`src/rtl/serial_split_pkg.sv`:
```
// ============================================================================
// Module : serial_split_pkg
// Brief  : Shared constants and the level-width helper for serial_split.
// Rev    : 1.0 - initial release
// ============================================================================
`default_nettype none

package serial_split_pkg;

    localparam int c_default_in  = 25;
    localparam int c_default_out = 12;

    // Width of the level counter: it must hold every value from 0 to IN+OUT.
    function automatic int calc_cw(input int in_w, input int out_w);
        return $clog2(in_w + out_w + 1);
    endfunction

endpackage

`default_nettype wire

```
`src/rtl/serial_split.sv`:
```
// ============================================================================
// Module : serial_split
// Brief  : Bit-level width converter (IN-bit words in, OUT-bit words out, LSB
//          first). Optional macro SERIAL_SPLIT_FLUSH_EN adds a flush input.
// Rev    : 1.0 - initial release
// ============================================================================
`default_nettype none

module serial_split
    import serial_split_pkg::*;
#(
    parameter int IN  = c_default_in,
    parameter int OUT = c_default_out
) (
    input  logic                            clk,
    input  logic                            rst,
`ifdef SERIAL_SPLIT_FLUSH_EN
    input  logic                            flush,
`endif
    input  logic [IN-1:0]                   in,
    input  logic                            in_valid,
    output logic                            in_ready,
    output logic [OUT-1:0]                  out,
    output logic                            out_valid,
    input  logic                            out_ready,
    output logic [calc_cw(IN, OUT)-1:0]     level
);

    localparam int BUF = IN + OUT;
    localparam int CW  = calc_cw(IN, OUT);

    localparam logic [CW-1:0] c_out_lvl = CW'(OUT);
    localparam logic [CW-1:0] c_in_lvl  = CW'(IN);

    logic [BUF-1:0] r_buf;
    logic [CW-1:0]  r_level;

    logic [BUF-1:0] w_base_buf;
    logic [BUF-1:0] w_buf_nxt;
    logic [CW-1:0]  w_base_level;
    logic [CW-1:0]  w_level_nxt;
    logic           w_push;
    logic           w_pop;

    // All handshake outputs decode from registers only.
    assign in_ready  = (r_level <= c_out_lvl);
    assign out_valid = (r_level >= c_out_lvl);
    assign out       = r_buf[OUT-1:0];
    assign level     = r_level;

    always_comb begin
        w_push = in_valid && in_ready;
        w_pop  = out_valid && out_ready;

        // Pop first, so a same-cycle push lands directly above the survivors.
        w_base_buf   = w_pop ? (r_buf >> OUT) : r_buf;
        w_base_level = w_pop ? (r_level - c_out_lvl) : r_level;

        w_buf_nxt   = w_base_buf;
        w_level_nxt = w_base_level;

        if (w_push) begin
            w_buf_nxt   = w_base_buf | ({{OUT{1'b0}}, in} << w_base_level);
            w_level_nxt = w_base_level + c_in_lvl;
        end
`ifdef SERIAL_SPLIT_FLUSH_EN
        // Upper bits are already zero, so raising level pads the partial word.
        else if (flush && (r_level != '0) && (r_level < c_out_lvl)) begin
            w_level_nxt = c_out_lvl;
        end
`endif
    end

    always_ff @(posedge clk or posedge rst) begin
        if (rst) begin
            r_buf   <= '0;
            r_level <= '0;
        end else begin
            r_buf   <= w_buf_nxt;
            r_level <= w_level_nxt;
        end
    end

endmodule

`default_nettype wire

```
`config.mk`:
```
export PLATFORM = sky130hd
export DESIGN_NAME = serial_split
export DESIGN_NICKNAME = d
export VERILOG_FILES = /design/src/rtl/serial_split_pkg.sv /design/src/rtl/serial_split.sv
export SDC_FILE = /design/constraint.sdc
export NUM_CORES = 1
export LEC_CHECK = 0
export CORE_MARGIN = 8
export CORE_UTILIZATION = 55
export CTS_CLUSTER_DIAMETER = 150
export DETAILED_ROUTE_END_ITERATION = 8
export PLACE_DENSITY = 0.91
export SYNTH_ARGS = -nofsm -noshare
export SYNTH_HDL_FRONTEND = slang
export SYNTH_SLANG_ARGS = --single-unit
```
`constraint.sdc`:
```
create_clock -name clk -period 2.8 [get_ports clk]
set_input_delay 0.56 -clock clk [delete_from_list [all_inputs] [get_ports clk]]
set_output_delay 0.56 -clock clk [all_outputs]
set_load 0.01 [all_outputs]
```
* After elaboration in Yosys (flattened, before gate mapping) *
Index checks and enable logic that the tools add are counted.

operators by class
  add/sub/neg operators = 2
  bitwise logic cells = 1
  order comparisons = 2
  reduce and logical (&&, ||, !) cells = 2
  multiplexer cells = 4
  shifts and indexed selects = 1

operators with widths
  cell                   count
  $mux W37               2
  $or A37 B37 Y37        1
  $shl A25 B6 Y37        1
  $mux W6                2
  $add A6 B5 Y6 const B  1
  $ge A6 B4 Y1 const B   1
  $le A6 B4 Y1 const B   1
  $sub A6 B4 Y6 const B  1
  $logic_and A1 B1 Y1    2

word-level totals
  logic and storage cells = 14
  input bits = 29
  flip-flop bits (word level) = 43

* Longest topological paths before layout *
  word-level depth = 6
  depth in mapped cells = 10

* Least setup slack after synthesis *
No wires, ideal clock.

  kind = register to register
  start point = register r_level[1] (netlist: level[1])
  end point = register r_buf[13]
  arrival = 2,382 ps
  stages on the path, launching flop included = 11
  setup slack = 335 ps
  data required time = 2,718 ps
  clock period less this slack = 2,465 ps
  buffers on the path = 4
  cells stage by stage = dfrtp_1 clkbuf_1 inv_2 buf_1 ha_1 nand2b_1 nand3_1 a311o_1 clkbuf_1 clkbuf_1 o22ai_1

between the ends
  word-level cells in the longest chain between the ends = 6
  elaborated cells between the ends (all ways) = 10
  classes of those cells = add/sub: 1; order compare: 2; shift: 1; mux: 3; bitwise: 1; reduce/logical: 2

RTL lines
  what                    line                text
  start, declared         serial_split.sv:36  logic [CW-1:0] r_level;
  start signal, assigned  serial_split.sv:80  r_level <= w_level_nxt;
  $ge A6 B4 Y1            serial_split.sv:47  assign out_valid = (r_level >= c_out_lvl);
  $logic_and A1 B1 Y1     serial_split.sv:53  w_pop = out_valid && out_ready;
  $mux W6                 serial_split.sv:57  w_base_level = w_pop ? (r_level - c_out_lvl) : r_level;
  $shl A25 B6 Y37         serial_split.sv:63  w_buf_nxt = w_base_buf | ({{OUT{1'b0}}, in} << w_base_level);
  $or A37 B37 Y37         serial_split.sv:63
  $mux W37 *              serial_split.sv:62  if (w_push) begin
  net w_buf_nxt[13]       serial_split.sv:39  logic [BUF-1:0] w_buf_nxt;
  end signal, assigned    serial_split.sv:79  r_buf <= w_buf_nxt;
  end, declared           serial_split.sv:35  logic [BUF-1:0] r_buf;

The timed path passes the listed nets; every way through them passes the cells marked *.

* Worst setup path after layout *
  start point = register r_level[3] (netlist: level[3])
  end point = register r_buf[29]

Same word-level chain as after synthesis.

==> results.md <==
* Outcome: finished clean
* Avg Inst Size Synth at 8.93 um2
* Fin. Hold Viols at 0
* Power share of the clock group at 0.070
* Synth Area in Compound Gates at 0.146
* Gr ovfl total at 0
* Multiplexer area fraction after synthesis at 0.275
* XOR/XNOR Fraction of Synth Area at 0.0178
* CP startpoint: level[3]
* Avg WL per Cell at 19.4 um
* Crit start category: register
* Slew Limit Fails at 0
* Int Power at 0.00289 W
* Vias in the first global route at 2998
* Vias per inst at 6.26
* Setup_tns at 0 ns
* Critical Path Sink Type: register
* Combinational share of power at 0.731
* Total CTS buffers at 5
* First-pass GRT wire length at 15.3 mm
* Skew final at 0.00467 ns
* Rel. slew slack at 0.631
* Flop2flop setup slack at 0.05 ns
* Yosys top cell by area: dfrtp_1
* Critical R2R Launch: level[3]
* Crit path required time at 3.04 ns
* Area of the core at 5920 um2
* Peak supply drop at 912 uV
* Final Cycle Share at 0.981
* Root buf cell: clkbuf_8
* Post-Syn Area at 3380 um2
* F_max at 364 MHz
* Worst Tran Pin Value at 0.553 ns
* Routed Antenna Nets at 0
* Largest family of logic cells by synthesized area: multiplexers
* Die ar. at 8900 um2
* Minimum clock period at 2.75 ns
* CP max FO at 12
* Synth top area share at 0.319
* CTS tree: yes
* Hold path startpoint: r_buf[25]
* Sequential area share after synthesis at 0.319
* Syn Inst Count at 378
* Cts repair resizes at 0
* Vias post-DR at 3029
* Chip Width at 94.3 um
* Sw Ratio at 0.486
* Hold WS at 0.489 ns
* Prevailing post-synth register cell: dfrtp_1
* HPWL Detailed at 7.03 mm
* CP Buf/Inv Count at 0
* Diode count at 0
* Die Ht at 94.3 um
* Post-Synth Adder-Cell Area at 0.0111
* DRC at 0
* H-tree depth at 2
* Crit path DAT at 2.98 ns
* IO buf count at 48
* Unrepaired setup endpoints after global routing: no
* Switching power at 0.00273 W
* Final wirelength at 9.41 mm
* DRT iter0 DRCs at 202
* Initial antenna violation count at 0
* Largest cells by area after synthesis: dfrtp_1, mux2i_1, mux2_2, nor2_1, o22ai_1
* Synth Area in Simple Gates at 0.163
* CP max stage delay at 0.49 ns
* Post CTS Setup Buffer Count at 0
* Yosys Warn Count at 0
* LEAKAGE at 1.73 nW
* Setup violations, final at 0
* I/O Pins at 49
* Seq pwr share at 0.199
* Max Cap Viol at 0
* Critical-path cell list: ha_1 -> o31a_1 -> xnor2_1 -> mux2_2 -> a221oi_1 -> a21o_1
* Critical path's slowest cell: dfrtp_1
* Largest net degree at the start of global routing at 44
* GRT Total Usage at 0.217
* Starting Density at 0.570
* Syn nets at 410
* PwrDens at 1410 nW/um2
* Nets at 440
* Ys async rst share at 1.00
* Synth cell types at 43
* Synth Register Bits at 43
* Layout cell share with drive strength beyond 1 at 0.142
* Longest Clk Path Bufs at 2
* Register clock-pin slew on the reported worst setup and hold paths at 0.09 ns
* Clock Latency Late Sink at 0.30 ns
* Clock Sinks at 43
* Cell family with most CP delay: compound AO/OA/AOI/OAI gates
* EDFF count, synth at 0
* Critical setup path kind: register to register
* DRT Pass-1 Iters at 5
* Routability-driven placement congestion ratio at 0.986
* Hold-fix buffers, CTS at 0
* Site row count at 28
* Area Overhead vs Synth at 17.7%
* HP Class: register to register
* Highest-count cells in the layout ignoring fill and taps: mux2i_1, nor2_1, clkdlybuf4s50_1, dfrtp_1, mux2_2
* Commonest non-fill, non-tap cell in the layout: mux2i_1
-- layout make-up --
cell class	instances	area, um2
well taps	75	93.8
inverters	3	11.3
repair buffers	64	626
flip-flops and latches	43	1080
multi-input cells	291	2080
clock buffers	6	72.6
clock inverters	2	12.5
fillers	506	1950
-- per-stage QoR --
step / setup slack (ns) / std cells / util / cell area, um2 / total power [W]
after global placement: 0.0692 / 476 / 0.657 / 3890 / 0.00509
after CTS: 0.128 / 484 / 0.671 / 3970 / 0.00557
final: 0.0545 / 484 / 0.671 / 3970 / 0.00562
after global routing: 0.0208 / 484 / 0.671 / 3970 / 0.00600
after detailed placement: 0.0555 / 476 / 0.657 / 3890 / 0.00516
after floorplan: 0.335 / 378 / - / 3380 / 0.00402
-- registers in the layout, summed over array words and instances, names as in the netlist --
register / count
r_buf: 37
level: 6
-- power by group through the flow --
| stage | sequential [W] | clock [W] | combinational (W) |
|---|---|---|---|
| 3_5_place_dp | 0.00113 | 0 | 0.00402 |
| 2_1_floorplan | 0.00109 | 0 | 0.00293 |
| 4_1_cts | 0.00112 | 0.000404 | 0.00405 |
| 3_3_place_gp | 0.00112 | 0 | 0.00397 |
| 5_1_grt | 0.00116 | 0.000422 | 0.00442 |
| 6_report | 0.00112 | 0.000394 | 0.00411 |
-- logic make-up (layout without fill, tap and decap cells) --
logic type | count (synthesis) | after routing
adders and majority gates | 3 | 3
muxes | 89 | 89
xor gates and xnor gates | 6 | 6
and+or+nand+nor | 122 | 122
DFF | 43 | 43
buffers and inverters | 44 | 75
AOI/OAI and AO/OA | 71 | 71
-- metal layers --
| metal | wire [um] | global-route usage | up-vias |
|---|---|---|---|
| li1 | - | - | 1424 |
| met1 | 3900 | 0.266 | 1471 |
| met2 | 4710 | 0.368 | 112 |
| met3 | 587 | 0.0484 | 22 |
| met4 | 212 | 0.0700 | 0 |
| met5 | 0 | 0 | - |
-- Yosys cell counts, types with 4 or more instances --
master and count:
nor3_1 4, nor2b_1 6, o22ai_1 18, xnor2_1 5, a22oi_1 6, a31oi_1 7
nand3_1 14, buf_2 12, buf_4 13, o31ai_1 4, and2_1 4, a221oi_1 8
mux2i_1 61, o21ai_0 8, nor2_1 54, a21oi_1 9, clkbuf_1 15, nand2_1 26
dfrtp_1 43, mux2_2 27, nand2b_1 4
-- final timing paths --
check	endpoint	depth (start not counted)
max	r_buf[29]	6
min in group asynchronous	r_buf[21]	3
max reg2reg	r_buf[29]	6
min reg2reg	r_buf[25]	2
min	r_buf[25]	2
max in group asynchronous	r_buf[35]	3
-- worst min-delay path: cells and delay by family, from the launching register on --
| kind | cells | cell delay [ns] |
|---|---|---|
| AOI/OAI and AO/OA | 1 | 0.06 |
| DFF | 1 | 0.35 |
| and+or+nand+nor | 1 | 0.05 |
No activity file was read; power rests on OpenSTA's default activity.
